===== config.mk =====
export PLATFORM = sky130hd
export DESIGN_NAME = mcpu_gpu_blit
export DESIGN_NICKNAME = d
export VERILOG_FILES = /design/src/rtl/mcpu_gpu_blit.sv
export SDC_FILE = /design/constraint.sdc
export NUM_CORES = 1
export LEC_CHECK = 0
export BUFFER_PORTS_ARGS = -buffer_cell sky130_fd_sc_hd__buf_2
export CAP_MARGIN = 25
export CORE_UTILIZATION = 37
export CTS_CLUSTER_DIAMETER = 100
export DETAILED_ROUTE_END_ITERATION = 10
export GPL_ROUTABILITY_DRIVEN = 0
export SLEW_MARGIN = 10
export SYNTH_ARGS = -nofsm -noshare
export SYNTH_HDL_FRONTEND = slang
export SYNTH_SLANG_ARGS = --single-unit

===== constraint.sdc =====
create_clock -name i_clk -period 2.7 [get_ports i_clk]
set_input_delay 0.54 -clock i_clk [delete_from_list [all_inputs] [get_ports i_clk]]
set_output_delay 0.54 -clock i_clk [all_outputs]
set_load 0.05 [all_outputs]

===== src/rtl/mcpu_gpu_blit.sv =====
// mcpu_gpu_blit: VRAM fill/copy engine multiplexed with CPU pass-through on the GPU VRAM port
module mcpu_gpu_blit #(
   parameter int ADDR_W = 13
) (
   input  logic              i_clk,
   input  logic              i_reset_n,
   input  logic [2:0]        i_reg_addr,
   input  logic              i_reg_we,
   input  logic [7:0]        i_reg_wdata,
   output logic [7:0]        o_reg_rdata,
   input  logic [ADDR_W-1:0] i_cpu_vram_addr,
   input  logic              i_cpu_vram_we,
   input  logic [7:0]        i_cpu_vram_wdata,
   input  logic              i_cpu_vram_req,
   output logic              o_cpu_stall,
   output logic [ADDR_W-1:0] o_vram_addr,
   output logic              o_vram_we,
   output logic [7:0]        o_vram_wdata,
   input  logic [7:0]        i_vram_rdata,
   output logic              o_busy,
   output logic              o_done_pulse
);
   typedef enum logic [2:0] {S_IDLE, S_FILL, S_CP_RD, S_CP_WR, S_DONE} state_t;
   state_t r_state, w_next;
   logic [12:0]       r_src, r_dst, r_len, r_rem;
   logic [7:0]        r_fill, r_fv, r_byte;
   logic [ADDR_W-1:0] r_sa, r_da, w_step;
   logic              r_rev, r_done;
   logic              w_cmd, w_go, w_abort;
   assign w_cmd   = i_reg_we && (i_reg_addr == 3'd7);
   assign w_go    = w_cmd && i_reg_wdata[0] && (r_state == S_IDLE || r_state == S_DONE);
   assign w_abort = w_cmd && i_reg_wdata[7];
   assign w_step  = r_rev ? '1 : ADDR_W'(1);
   // programming registers; HI bytes keep only the 5 bits that form a 13-bit value
   always_ff @(posedge i_clk or negedge i_reset_n) begin
      if (!i_reset_n) begin
         r_src  <= '0;
         r_dst  <= '0;
         r_len  <= '0;
         r_fill <= '0;
      end else if (i_reg_we) begin
         case (i_reg_addr)
            3'd0: r_src[7:0]  <= i_reg_wdata;
            3'd1: r_src[12:8] <= i_reg_wdata[4:0];
            3'd2: r_dst[7:0]  <= i_reg_wdata;
            3'd3: r_dst[12:8] <= i_reg_wdata[4:0];
            3'd4: r_len[7:0]  <= i_reg_wdata;
            3'd5: r_len[12:8] <= i_reg_wdata[4:0];
            3'd6: r_fill      <= i_reg_wdata;
            default: ;
         endcase
      end
   end
   // state register
   always_ff @(posedge i_clk or negedge i_reset_n) begin
      if (!i_reset_n) r_state <= S_IDLE;
      else            r_state <= w_next;
   end
   // next state: abort from any busy state wins over start and completion
   always_comb begin
      w_next = S_IDLE;
      case (r_state)
         S_IDLE, S_DONE: w_next = w_go ? ((r_len == '0) ? S_DONE : (i_reg_wdata[1] ? S_CP_RD : S_FILL)) : S_IDLE;
         S_FILL:         w_next = w_abort ? S_IDLE : ((r_rem > 13'd1) ? S_FILL : S_DONE);
         S_CP_RD:        w_next = w_abort ? S_IDLE : S_CP_WR;
         S_CP_WR:        w_next = w_abort ? S_IDLE : ((r_rem > 13'd1) ? S_CP_RD : S_DONE);
         default:        w_next = S_IDLE;
      endcase
   end
   // working counters: snapshot on start so later register writes cannot disturb a run
   always_ff @(posedge i_clk or negedge i_reset_n) begin
      if (!i_reset_n) begin
         r_sa   <= '0;
         r_da   <= '0;
         r_rem  <= '0;
         r_fv   <= '0;
         r_rev  <= 1'b0;
         r_byte <= '0;
      end else if (w_go) begin
         r_sa  <= ADDR_W'(r_src);
         r_da  <= ADDR_W'(r_dst);
         r_rem <= r_len;
         r_fv  <= r_fill;
         r_rev <= i_reg_wdata[2];
      end else if (r_state == S_FILL || r_state == S_CP_WR) begin
         r_da  <= r_da + w_step;
         r_rem <= r_rem - 13'd1;
      end else if (r_state == S_CP_RD) begin
         r_sa   <= r_sa + w_step;
         r_byte <= i_vram_rdata;
      end
   end
   // sticky done: set on entering DONE, cleared by an accepted start, untouched by abort
   always_ff @(posedge i_clk or negedge i_reset_n) begin
      if (!i_reset_n)            r_done <= 1'b0;
      else if (w_next == S_DONE) r_done <= 1'b1;
      else if (w_go)             r_done <= 1'b0;
   end
   // outputs: engine owns the VRAM port only while busy, otherwise CPU passes through
   always_comb begin
      o_busy       = (r_state == S_FILL) || (r_state == S_CP_RD) || (r_state == S_CP_WR);
      o_done_pulse = (r_state == S_DONE);
      o_cpu_stall  = o_busy && i_cpu_vram_req;
      o_vram_addr  = o_busy ? ((r_state == S_CP_RD) ? r_sa : r_da) : i_cpu_vram_addr;
      o_vram_we    = o_busy ? (r_state != S_CP_RD) : i_cpu_vram_we;
      o_vram_wdata = o_busy ? ((r_state == S_FILL) ? r_fv : r_byte) : i_cpu_vram_wdata;
   end
   // register readback, free of side effects
   always_comb begin
      o_reg_rdata = 8'h00;
      case (i_reg_addr)
         3'd0: o_reg_rdata = r_src[7:0];
         3'd1: o_reg_rdata = {3'b000, r_src[12:8]};
         3'd2: o_reg_rdata = r_dst[7:0];
         3'd3: o_reg_rdata = {3'b000, r_dst[12:8]};
         3'd4: o_reg_rdata = r_len[7:0];
         3'd5: o_reg_rdata = {3'b000, r_len[12:8]};
         3'd6: o_reg_rdata = r_fill;
         default: o_reg_rdata = {6'b0, r_done, o_busy};
      endcase
   end
endmodule

Word-level counts from Yosys, hierarchy flattened
Index checks and enable logic that the tools add are counted.
Word-level totals
  output and inout port bits: 33
  bits of input ports: 45
  flip-flop bits (word level): 107
  logic and storage cells: 85
Cells by class
  eq/ne operators: 14
  magnitude comparators: 1
  bitwise operators: 2
  muxes and demuxes: 25
  add/subtract/negate cells: 3
  reduce and logical (&&, ||, !) cells: 25
Operators with widths (count)
  2-to-1 mux 13 bit: 10
  one-hot mux 8 bit (7 select lines): 1
  adder 13 bit: 2
  == test 3 bit (second input constant): 6
  2-to-1 mux 3 bit: 6
  2-to-1 mux 8 bit: 2
  AND reduction 2 bit: 8
  > comparator 13 x 1 -> 1 bit (second input constant): 1
  zero test 13 bit: 1
  subtractor 13 x 1 -> 13 bit (second input constant): 1
  == test 3 x 2 -> 1 bit (second input constant): 4
  one-hot mux 3 bit (4 select lines): 1
  == test 3 x 1 -> 1 bit (second input constant): 2
  zero test 3 bit: 2
  nonzero test 2 bit: 3
  logical AND 1 bit: 5
  logical OR 1 bit: 4
  2-to-1 mux 2 bit: 2
  2-to-1 mux 1 bit: 3
  != test 3 x 2 -> 1 bit (second input constant): 1
  AND reduction 3 bit: 1
  != test 2 bit (second input constant): 1
  inverter 1 bit: 2
  OR reduction 2 bit: 1

Longest topological paths before layout
  depth in word-level cells: 8
  gate-level depth with buffers: 9
  mapped depth without buffers: 8

Worst setup path after synthesis
OpenSTA, ideal clock, no wires.
  path type: in2out
  start point: input port i_reg_addr[1]
  end point: output port o_reg_rdata[0]
  stages: 6
  buffers on the path: 2
  data required time: 2.160 ns
  data arrival time: 2.332 ns
  setup slack: -0.172 ns
  cells stage by stage: buf_1 > clkbuf_1 > o221ai_1 > o21ai_0 > a31oi_1 > a41oi_1
On the way
  cells in the longest elaborated chain, start to end: 2
  elaborated cells on any way between the ends: 8
  classes of those cells: eq/ne: 6; mux: 1; reduce/logical: 1
Ends and longest elaborated chain
  from (decl): RTL line 7  | input logic [2:0] i_reg_addr,
  == test 3 bit, or another cell as far along: RTL line 111  | case (i_reg_addr)
  one-hot mux 8 bit (7 select lines) (*): RTL line 111
  to (decl): RTL line 10  | output logic [7:0] o_reg_rdata,
Every way passes the cells marked *; elsewhere a longest branch is shown, timed or not.

Worst setup path in the final report
  start point: register r_state[1]
  end point: output port o_vram_addr[2]
On the way
  cells in the longest elaborated chain, start to end: 4
  elaborated cells on any way between the ends: 7
  classes of those cells: eq/ne: 3; mux: 2; reduce/logical: 2
Ends and longest elaborated chain
  from (decl): RTL line 24  | state_t r_state, w_next;
  from (signal assigned): RTL line 57  | else r_state <= w_next;
  == test 3 x 1 -> 1 bit / == test 3 x 2 -> 1 bit (equally long branches): RTL line 101, 104
  logical OR 1 bit (2 in a row): RTL line 101  | o_busy = (r_state == S_FILL) || (r_state == S_CP_RD) || (r_state == S_CP_WR);
  2-to-1 mux 13 bit (*): RTL line 104  | o_vram_addr = o_busy ? ((r_state == S_CP_RD) ? r_sa : r_da) : i_cpu_vram_addr;
  to (decl): RTL line 16  | output logic [ADDR_W-1:0] o_vram_addr,
Marks and branches as above.

==> results.txt <==
----------------------------------------------------
[STA]
  Period utilization ... 93.57%
  Summed negative setup slack over all endpoints ... 0 ns
  Number of endpoints failing setup at the final stage ... 0
  Slew Limit Fails ... 0
  Hold Vio Cnt, Final ... 0
  Maximum frequency from static timing analysis ... 0.3958 GHz
  Fin crit period ... 2.526 ns
  Max_slew headroom ... 35.95%
  Clock skew after layout ... 0.006967 ns
  Transition at the pin with the smallest max-transition slack ... 0.9573 ns
  Unrepaired setup endpoints after global routing ... false

[Synth]
  Post-synthesis area per instance ... 9.820 um^2
  Unique masters post-synth ... 50
  Gate count of the mapped netlist ... 632
  Main synth FF type ... dfrtp_1
  Post-synth top area share ... 43.15%
  Area of the mapped netlist ... 6206 um^2
  Cell types occupying the most area after synthesis ... dfrtp_1, mux2_2, nand2_1
  Net count after synthesis ... 703
  Number of enable flip-flop cells after synthesis ... 0
  Number of synthesis warnings ... 0
  Flip-flop and latch count after synthesis ... 107
  Register area share after synthesis ... 43.15%
  Dominant cell type by area after synthesis ... dfrtp_1
  Share of async-settable or async-resettable flops after synthesis ... 100.0%

[Cells and area]
  Number of diodes added for antenna fixing ... 0
  Fraction of layout cells with a size suffix above 1 ... 25.91%
  Area added between synthesis and finish ... 16.41%
  Area used by multi-input combinational logic ... 3372 um^2
  Register Area ... 2678 um^2
  Final Non-Filler Cells ... 930
  Layout net count ... 780
  Filler Cells Inserted ... 1,621
  Utilization after layout ... 44.83%

[Power]
  LEAKAGE ... 3.250 nW
  Net Switching ... 4.525 mW
  Worst VDD drop ... 0.4504 mV
  Tot Pwr ... 9.341 mW
  Internal power consumption ... 4.816 mW
  Share of total power in sequential cells ... 30.8%
  Switching fraction of total power ... 48.44%
  Pwr Density ... 1293 nW/um^2
  Clock share of power ... 13.8%
  Proportion of power drawn by combinational gates ... 55.4%

[Critical path]
  Slowest CP cell ... dfrtp_1
  Critical path's most frequent cell ... buf_4
  WP data required ... 2.16 ns
  Startpoint class of the critical path ... register
  Critical path endpoint category ... output pin
  Delay contributed by the slowest stage of the critical path ... 0.36 ns
  Endpoint arrival time on the critical path ... 1.99 ns
  R2R Path Start ... r_state[2]
  Critical-path cell list ... buf_4 -> inv_1 -> nor2_1 -> buf_4 -> a22oi_1 -> o21ai_0 -> buf_2
  Highest fanout seen on the critical path ... 12
  Register-to-register setup slack ... 0.33 ns
  Type of the setup path with the least slack ... register to output pin
  Origin of the worst setup path ... r_state[1]

[Routing]
  Met3 Wirelength ... 983 um
  Per-cell routed wire length ... 19.72 um
  Per-cell via count in the routed design ... 5.777
  Met2 layer wire length in the routed design ... 8516 um
  Via count of the routed design ... 5,373
  Post-route DRC violation count ... 0
  Number of iterations in the first detailed-routing pass ... 5
  DRT antenna net count ... 0
  Starting DRC count in detailed routing ... 521
  Met1 wire length ... 8285 um
  Top layer in use ... met4
  Sum of routed wire length over all layers ... 18,340 um

[Clock network]
  Clock tree from TritonCTS ... done
  CTS root buf ... clkbuf_16
  Maximum clock path buffer count ... 2
  Number of H-tree levels ... 3
  Clock buffers created by TritonCTS ... 9
  Number of clock sinks seen by CTS ... 107
  Post-CTS setup buffer count ... 0
  Clock Latency Late Sink ... 0.36 ns
  Clock input transition at the sequential cells of the worst setup and hold paths ... 0.08 ns

[Floorplanning]
  IO Count ... 78
  Number of cell rows ... 46
  Area of the core ... 16,120 um^2
  Width of the chip ... 131.5 um
  Starting Density ... 38.51%
  Area enclosed by the die boundary ... 17,290 um^2
  Die Y-Extent ... 131.5 um

[Place]
  Total half-perimeter wirelength after legalization and detailed placement ... 13,590 um
  Port Buf Inserts ... 77
  Number of placed instances, taps included ... 914

[GRT]
  Overall global routing resource usage ... 21.75%
  Wire length of the first global-routing pass ... 29,090 um
  Number of antenna violations at the first check in global routing ... 0
  Global-route congestion overflow total ... 0
  Largest net degree at the start of global routing ... 108
  Via count of the first global-routing pass ... 5,264

[Min path]
  Min-delay worst type ... input port to asynchronous set/reset pin

[Flow run]
  Number of violations of the max-capacitance limit ... 0

[Status]
  Status ... complete, no violations

----------------------------------------------------
==> metal layers <==
metal / track usage (%) / up-vias
met2: 34.16 / 174
li1: - / 2487
met5: 0 / -
met4: 7.946 / 0
met1: 29.40 / 2677
met3: 4.630 / 35
==> registers in the layout, indices dropped and copies added (netlist names), 13 cells and up <==
signal and count:
r_sa 13, r_len 13, r_src 13, r_dst 13
r_rem 13, r_da 13
==> timing repair <==
| item | CTS | global route |
|---|---|---|
| hold buffers | 0 | 0 |
| resized for setup | 0 | 1 |
| endpoints found under the hold margin | 0 | 0 |
| setup endpoints to repair | 0 | 1 |
==> stage by stage <==
stage	hold slack (ns)	setup slack, ns	instance area [um^2]
3_5_place_dp	0.4682	0.2093	6939
4_1_cts	0.2825	0.09639	7222
5_1_grt	0.2973	0.05526	7224
6_report	0.2371	0.1736	7224
2_1_floorplan	0.2444	0.01095	6223
3_3_place_gp	0.4599	0.2444	6939
==> cell type report <==
class / count / share of cell area, %
clock buffers: 9 / 3.117
clock inverters: 7 / 0.7967
inverters: 13 / 0.6754
multi-input cells: 478 / 46.67
flip-flops and latches: 107 / 37.06
well taps: 216 / 3.741
repair buffers: 100 / 7.932
==> power by group through the flow <==
stage          Clock, mW  Combinational, mW  Sequential (mW)
2_1_floorplan          0               4.00             2.59
6_report            1.29               5.17             2.88
3_3_place_gp           0               5.02             2.87
5_1_grt             1.37               5.72             2.94
3_5_place_dp           0               5.15             2.88
4_1_cts             1.30               5.18             2.85
==> critical path, delay by kind of cell (launching register included) <==
| kind | cells | cell delay (ns) |
|---|---|---|
| buffers and inverters | 4 | 0.83 |
| DFF | 1 | 0.36 |
| AOI/OAI and AO/OA | 2 | 0.32 |
| and+or+nand+nor | 1 | 0.13 |
==> placed cells by master, fill, tap and decap left out, drive strengths merged, types with 9 or more instances in the layout <==
master,instances
buf,100
ha,24
dfrtp,107
o21ai,51
a21oi,24
nand3,15
nand2,107
mux2,49
a31oi,9
o211ai,11
nor2,25
xnor2,12
inv,17
clkbuf,9
and3,11
xor2,10
a22oi,35
==> kinds of logic (layout without fill, tap and decap cells) <==
family | after synthesis | in the layout | share of synthesized area (%)
and+or+nand+nor | 203 | 203 | 15.54
AOI/OAI and AO/OA | 166 | 166 | 17.56
DFF | 107 | 107 | 43.15
muxes | 61 | 61 | 12.24
buffers and inverters | 47 | 129 | 2.923
adders and majority gates | 26 | 26 | 5.484
xor gates and xnor gates | 22 | 22 | 3.105
==> synthesized netlist by cell type, types with 3 or more instances <==
| cell type | instances |
|---|---|
| nor2_1 | 25 |
| xnor2_1 | 12 |
| o221ai_1 | 6 |
| nor3_1 | 6 |
| o211ai_1 | 11 |
| o311ai_0 | 6 |
| buf_2 | 4 |
| nand3_1 | 14 |
| ha_1 | 24 |
| nand2_1 | 106 |
| dfrtp_1 | 107 |
| nand2b_1 | 6 |
| a211oi_1 | 4 |
| clkbuf_1 | 27 |
| a21oi_1 | 24 |
| buf_1 | 3 |
| a21o_1 | 5 |
| and2_1 | 5 |
| nor4_1 | 3 |
| nor2b_1 | 7 |
| a31oi_1 | 9 |
| o21ai_0 | 51 |
| and3_1 | 11 |
| a221o_1 | 6 |
| mux2_2 | 49 |
| a22oi_1 | 35 |
| mux4_2 | 7 |
| xor2_1 | 10 |
| mux2i_1 | 5 |
| inv_1 | 13 |
| or3_1 | 4 |
| nand3b_1 | 3 |
==> worst paths after layout <==
path	endpoint	cells after the start
max	o_vram_addr[2]	7
min	r_da[11]	2
max reg2reg	r_rem[7]	5
min reg2reg	r_fv[6]	2
max in group asynchronous	r_byte[7]	2
min in group i_clk	r_byte[3]	3
Power figures use the tool's default switching activity.
